### config.mk
export PLATFORM = sky130hd
export DESIGN_NAME = pc_sequencer
export DESIGN_NICKNAME = d
export VERILOG_FILES = /design/src/rtl/pc_sequencer.sv
export SDC_FILE = /design/constraint.sdc
export NUM_CORES = 1
export LEC_CHECK = 0
export CORE_MARGIN = 5
export CORE_UTILIZATION = 35
export DETAILED_ROUTE_END_ITERATION = 8
export GPL_ROUTABILITY_DRIVEN = 0
export PLACE_DENSITY_LB_ADDON = 0.25
export SLEW_MARGIN = 20
export SYNTH_ARGS = -nofsm -noshare
export SYNTH_HDL_FRONTEND = slang
export SYNTH_SLANG_ARGS = --single-unit
### constraint.sdc
create_clock -name clk -period 6.8 [get_ports clk]
set_input_delay 1.7 -clock clk [delete_from_list [all_inputs] [get_ports clk]]
set_output_delay 1.7 -clock clk [all_outputs]
set_load 0.01 [all_outputs]
### src/rtl/pc_sequencer.sv
// rtl/pc_sequencer.sv - control-flow sequencer driving the PLC program counter load port
module pc_sequencer #(
  parameter int DEPTH     = 4,
  parameter int WDT_LIMIT = 1000,
  parameter int SCW       = 16
) (
  input  logic           clk,
  input  logic           rst,
  input  logic           run_en,
  input  logic           instr_valid,
  input  logic [2:0]     op,
  input  logic [7:0]     target,
  input  logic           flag_z,
  input  logic [7:0]     pc,
  output logic           jmp_en,
  output logic [7:0]     jump_addr,
  output logic [1:0]     state,
  output logic           scan_done,
  output logic [SCW-1:0] scan_cnt,
  output logic [4:0]     sp,
  output logic [1:0]     err_code
);

  localparam int WW = $clog2(WDT_LIMIT + 1);
  localparam logic [WW-1:0] WDT_LAST = WW'(WDT_LIMIT - 1);

  localparam logic [2:0] OP_NOP  = 3'b000;
  localparam logic [2:0] OP_JMP  = 3'b001;
  localparam logic [2:0] OP_JZ   = 3'b010;
  localparam logic [2:0] OP_CALL = 3'b011;
  localparam logic [2:0] OP_RET  = 3'b100;
  localparam logic [2:0] OP_END  = 3'b101;
  localparam logic [2:0] OP_HALT = 3'b110;

  typedef enum logic [1:0] {
    S_IDLE   = 2'b00,
    S_RUN    = 2'b01,
    S_HALTED = 2'b10,
    S_ERROR  = 2'b11
  } st_t;

  st_t           st;
  logic [WW-1:0] wdt;
  logic [7:0]    halt_addr;
  logic [7:0]    stk [16];

  logic       run_cmd;
  logic       stk_full;
  logic       stk_empty;
  logic       wdt_expire;
  logic [3:0] top_idx;
  logic [7:0] ret_addr;
  logic [7:0] top_entry;

  assign run_cmd    = (st == S_RUN) && instr_valid;
  assign stk_full   = (sp == 5'(DEPTH));
  assign stk_empty  = (sp == 5'd0);
  assign wdt_expire = (wdt == WDT_LAST);
  assign top_idx    = 4'(sp - 5'd1);
  assign ret_addr   = pc + 8'd1;
  assign top_entry  = stk[top_idx];
  assign state      = st;

  // Redirect decode: combinational so the counter sees it on its very next load.
  always_comb begin
    jmp_en    = 1'b1;
    jump_addr = 8'h00;
    case (st)
      S_IDLE: begin
        jmp_en    = 1'b1;
        jump_addr = 8'h00;
      end
      S_RUN: begin
        if (!instr_valid) begin
          jmp_en    = 1'b1;
          jump_addr = pc;
        end else begin
          case (op)
            OP_JMP: begin
              jmp_en    = 1'b1;
              jump_addr = target;
            end
            OP_JZ: begin
              jmp_en    = flag_z;
              jump_addr = target;
            end
            OP_CALL: begin
              jmp_en    = 1'b1;
              jump_addr = stk_full ? pc : target;
            end
            OP_RET: begin
              jmp_en    = 1'b1;
              jump_addr = stk_empty ? pc : top_entry;
            end
            OP_END: begin
              jmp_en    = 1'b1;
              jump_addr = 8'h00;
            end
            OP_HALT: begin
              jmp_en    = 1'b1;
              jump_addr = pc;
            end
            default: begin
              jmp_en    = 1'b0;
              jump_addr = pc;
            end
          endcase
        end
      end
      S_HALTED: begin
        jmp_en    = 1'b1;
        jump_addr = halt_addr;
      end
      default: begin
        jmp_en    = 1'b1;
        jump_addr = 8'h00;
      end
    endcase
  end

  // Return-address storage; entries beyond sp are stale and never read.
  always_ff @(posedge clk) begin
    if (run_cmd && (op == OP_CALL) && !stk_full) begin
      stk[sp[3:0]] <= ret_addr;
    end
  end

  // Run/halt/error FSM with stack pointer, scan bookkeeping and watchdog.
  // Instruction faults win over a watchdog expiry in the same cycle; END
  // always resets the watchdog so it can never expire on an END cycle.
  always_ff @(posedge clk or posedge rst) begin
    if (rst) begin
      st        <= S_IDLE;
      sp        <= 5'd0;
      scan_cnt  <= '0;
      scan_done <= 1'b0;
      err_code  <= 2'b00;
      wdt       <= '0;
      halt_addr <= 8'h00;
    end else begin
      scan_done <= 1'b0;
      case (st)
        S_IDLE: begin
          wdt <= '0;
          if (run_en) begin
            st <= S_RUN;
          end
        end
        S_RUN: begin
          if (instr_valid && (op == OP_END)) begin
            sp        <= 5'd0;
            wdt       <= '0;
            scan_cnt  <= scan_cnt + SCW'(1);
            scan_done <= 1'b1;
            if (!run_en) begin
              st <= S_IDLE;
            end
          end else if (instr_valid && (op == OP_CALL) && stk_full) begin
            st       <= S_ERROR;
            err_code <= 2'b01;
            wdt      <= '0;
          end else if (instr_valid && (op == OP_RET) && stk_empty) begin
            st       <= S_ERROR;
            err_code <= 2'b10;
            wdt      <= '0;
          end else if (wdt_expire) begin
            st       <= S_ERROR;
            err_code <= 2'b11;
            wdt      <= '0;
          end else begin
            wdt <= wdt + WW'(1);
            if (instr_valid) begin
              case (op)
                OP_CALL: sp <= sp + 5'd1;
                OP_RET:  sp <= sp - 5'd1;
                OP_HALT: begin
                  halt_addr <= pc;
                  st        <= S_HALTED;
                  wdt       <= '0;
                end
                default: ;
              endcase
            end
          end
        end
        S_HALTED: begin
          wdt <= '0;
          if (!run_en) begin
            st <= S_IDLE;
          end
        end
        default: begin
          wdt <= '0;
        end
      endcase
    end
  end

endmodule

==> results.py <==
metrics = {
    "run_status": {
        "outcome": "finished clean",
    },
    "pwr": {
        "power_leakage_nw": 3.43,
        "total_power_mw": 3.70,
        "ir_drop_v": 0.000188,
        "power-per-cell-area_nw_per_um2": 386,
    },
    "clocking": {
        "path_clk_slew_ns": 0.07,
        "cts_buffers": 17,
        "clockBufferDepth": 2,
        "clk_latency_ns": 0.43,
        "postCtsHoldBufs": 0,
        "htreeDepth": 4,
        "cts_tree": "done",
        "clock-root-buffer": "clkbuf_16",
        "cts_num_sinks": 172,
        "cts_resized": 0,
        "cts_setup_buffers": 0,
    },
    "sta": {
        "setup-tns-final_ns": 0,
        "period_share_pct": 95.7,
        "skew_ns": 0.0151,
        "finalSetupViolCount": 0,
        "maxSlewHeadroom_pct": 32.0,
        "max_freq_mhz": 154,
        "period_needed_ns": 6.51,
        "rsz0062_at_grt": "false",
        "hold_viol": 0,
        "drv_slew": 0,
        "worst-slew-pin-transition_ns": 1.02,
    },
    "layout": {
        "nNetsFinal": 716,
        "multi_input_area_um2": 2910,
        "diodes": 0,
        "layout-drive-gt1-share_pct": 13.1,
        "n_fill_cell": 2052,
        "area_growth_pct": 19.2,
        "seq_area_um2": 4940,
    },
    "global_routing": {
        "grtUsageTotal_pct": 15.8,
        "antenna_found_initial": 0,
        "gr-total-overflow": 0,
        "grt_pass1_wl_um": 31700,
        "grt_pass1_vias": 5410,
        "grt_max_degree": 45,
    },
    "floorplanning": {
        "start_util_pct": 35.5,
        "die_area_um2": 26100,
        "ios": 59,
        "die_w_um": 161,
        "rows": 55,
        "core_area_um2": 22600,
        "die_h_um": 161,
    },
    "drt": {
        "drtIter0Drc": 538,
        "post_drt_via_cell_ratio": 5.46,
        "highest_layer": "met4",
        "route.met3.wl_um": 1240,
        "first_pass_iters": 7,
        "route.met2.wl_um": 10000,
        "ant_nets": 0,
        "wl_per_cell_um": 20.5,
        "dr_total_vias": 5335,
        "drt-met1-wl_um": 8570,
        "drc": 0,
        "routed_wl_um": 20100,
    },
    "placed_design": {
        "hpwl_um": 14100,
        "portBuffers": 58,
    },
    "job": {
        "cap_violations": 0,
    },
    "synthesis": {
        "synth_ff_type": "edfxtp_1",
        "synth-seq-cells": 172,
        "seq_area_frac_synth_pct": 61.6,
        "ys_warn_count": 0,
        "synth.avg_cell_area_um2": 13.1,
        "syn_nets": 648,
        "synth_edf_count": 128,
        "ys_types": 64,
        "syn_area_um2": 8030,
        "synthArstFlopShare_pct": 25.6,
        "synth_cells": 612,
    },
    "critical_path": {
        "cp-start-kind": "primary input",
        "worstPathRequired_ns": 5.10,
        "worstSetupPathType": "in2out",
        "end_kind": "output port",
        "path_max_fanout": 15,
        "crit_arrival_ns": 4.81,
    },
    "worst_hold_path": {
        "hp-class": "reg2reg",
    },
}
cells by family (layout without fill, tap and decap cells):
kind of cell,Yosys count,count (layout),synth area share [%]
adder cells (fa/ha/maj),12,12,1.87
AO/OA/AOI/OAI,85,85,7.69
buffers and inverters,41,122,2.46
AND/OR/NAND/NOR,232,232,14.2
XOR/XNOR,32,32,3.72
multiplexers,38,38,8.46
flip-flops,172,172,61.6
synthesized netlist by cell type, types with 3 or more instances:
library cell  count  share of area [%]
ha_1             12                1.9
and2_1            9               0.70
a21o_1            3               0.28
nor2_1           37                1.7
edfxtp_1        128                 48
nor2b_1           3               0.23
xor2_1            8               0.87
mux4_1            6                2.0
nand2_1          92                4.3
a31oi_1          12               0.93
a211oi_1          4               0.37
inv_1            12               0.56
o22a_1            3               0.33
mux2_2            9                1.3
a221o_1           8                1.0
o21a_1            4               0.37
a21oi_1          12               0.75
dfrtp_1          44                 14
a22oi_1           8               0.75
o21ai_0          10               0.62
clkbuf_1         18               0.84
mux4_2           12                3.4
nand3_1          43                2.7
and3_1            6               0.47
o221ai_1          3               0.33
a41oi_1           7               0.76
mux2_4            8                1.5
mux2i_1           3               0.37
nor3_1            7               0.44
xnor2_1          23                2.5
nand4_1          11               0.86
buf_6             3               0.42
nand2b_1          3               0.23
power breakdown:
group	leakage, nW	internal, mW	total (mW)	switching [mW]
sequential	1.74	1.20	1.29	0.0954
combinational	1.41	0.617	1.43	0.811
clock	0.283	0.550	0.978	0.428
registers in the layout (all words and copies together), names as in the netlist:
| register | count |
|---|---|
| scan_done | 1 |
| sp | 5 |
| halt_addr | 8 |
| stk | 128 |
| scan_cnt | 16 |
| err_code | 2 |
| wdt | 10 |
| state | 2 |
area by class of cell:
cell class | instances | area share [%]
Multi-Input combinational cell | 399 | 30.4
Timing Repair Buffer | 77 | 7.55
Clock buffer | 18 | 4.48
Sequential cell | 172 | 51.6
Clock inverter | 14 | 1.66
Inverter | 13 | 0.510
Tap cell | 285 | 3.72
path summary, 6_finish.rpt:
path / endpoint / start / slack (ns) / depth (start not counted)
max: jump_addr[5] / op[1] / 0.29 / 7
min: wdt[0]$_DFF_PP0_ / wdt[0]$_DFF_PP0_ / 0.47 / 1
max reg2reg: stk[10][2]$_DFFE_PP_ / state[1]$_DFFE_PP0P_ / 3.69 / 6
min reg2reg: wdt[0]$_DFF_PP0_ / wdt[0]$_DFF_PP0_ / 0.47 / 1
max in group asynchronous: wdt[9]$_DFF_PP0_ / rst / 4.68 / 3
min in group asynchronous: halt_addr[5]$_DFFE_PP0P_ / rst / 1.73 / 3
layout by cell type (no fill, tap or decap), types with 9 or more instances in the layout:
cell type        instances
edfxtp_1               128
nand2_1                 92
clkdlybuf4s50_1         58
dfrtp_1                 44
nand3_1                 43
nor2_1                  37
xnor2_1                 20
buf_4                   19
clkbuf_16               17
a31oi_1                 12
a21oi_1                 12
mux4_2                  12
ha_1                    12
inv_1                   11
nand4_1                 11
o21ai_0                 10
and2_1                   9
mux2_2                   9
per-stage QoR:
step           utilization (%)  worst slack (ns)  instance area (um^2)  std cells  hold WS [ns]
3_5_place_dp              39.7             0.319                  8980        946         0.468
3_3_place_gp              39.6             0.389                  8970        946         0.447
4_1_cts                   42.3             0.317                  9570        978         0.477
5_1_grt                   42.3             0.135                  9570        978         0.500
2_1_floorplan                -              1.95                  8030        612         0.433
6_report                  42.3             0.290                  9570        978         0.470
worst max-delay path, cell delays in order:
cell	delay, ns
clkdlybuf4s50_1	0.75
or3_1	0.39
and2_0	0.36
o21ai_0	0.12
a21o_1	0.21
a211oi_1	0.59
clkdlybuf4s50_1	0.67
routing by layer:
metal	up-vias	global-route usage, %
met5	-	0
met4	0	4.15
met3	18	3.39
met2	193	26.4
met1	2676	21.1
li1	2448	-
Note: power is estimated with default switching activity, not from simulation.
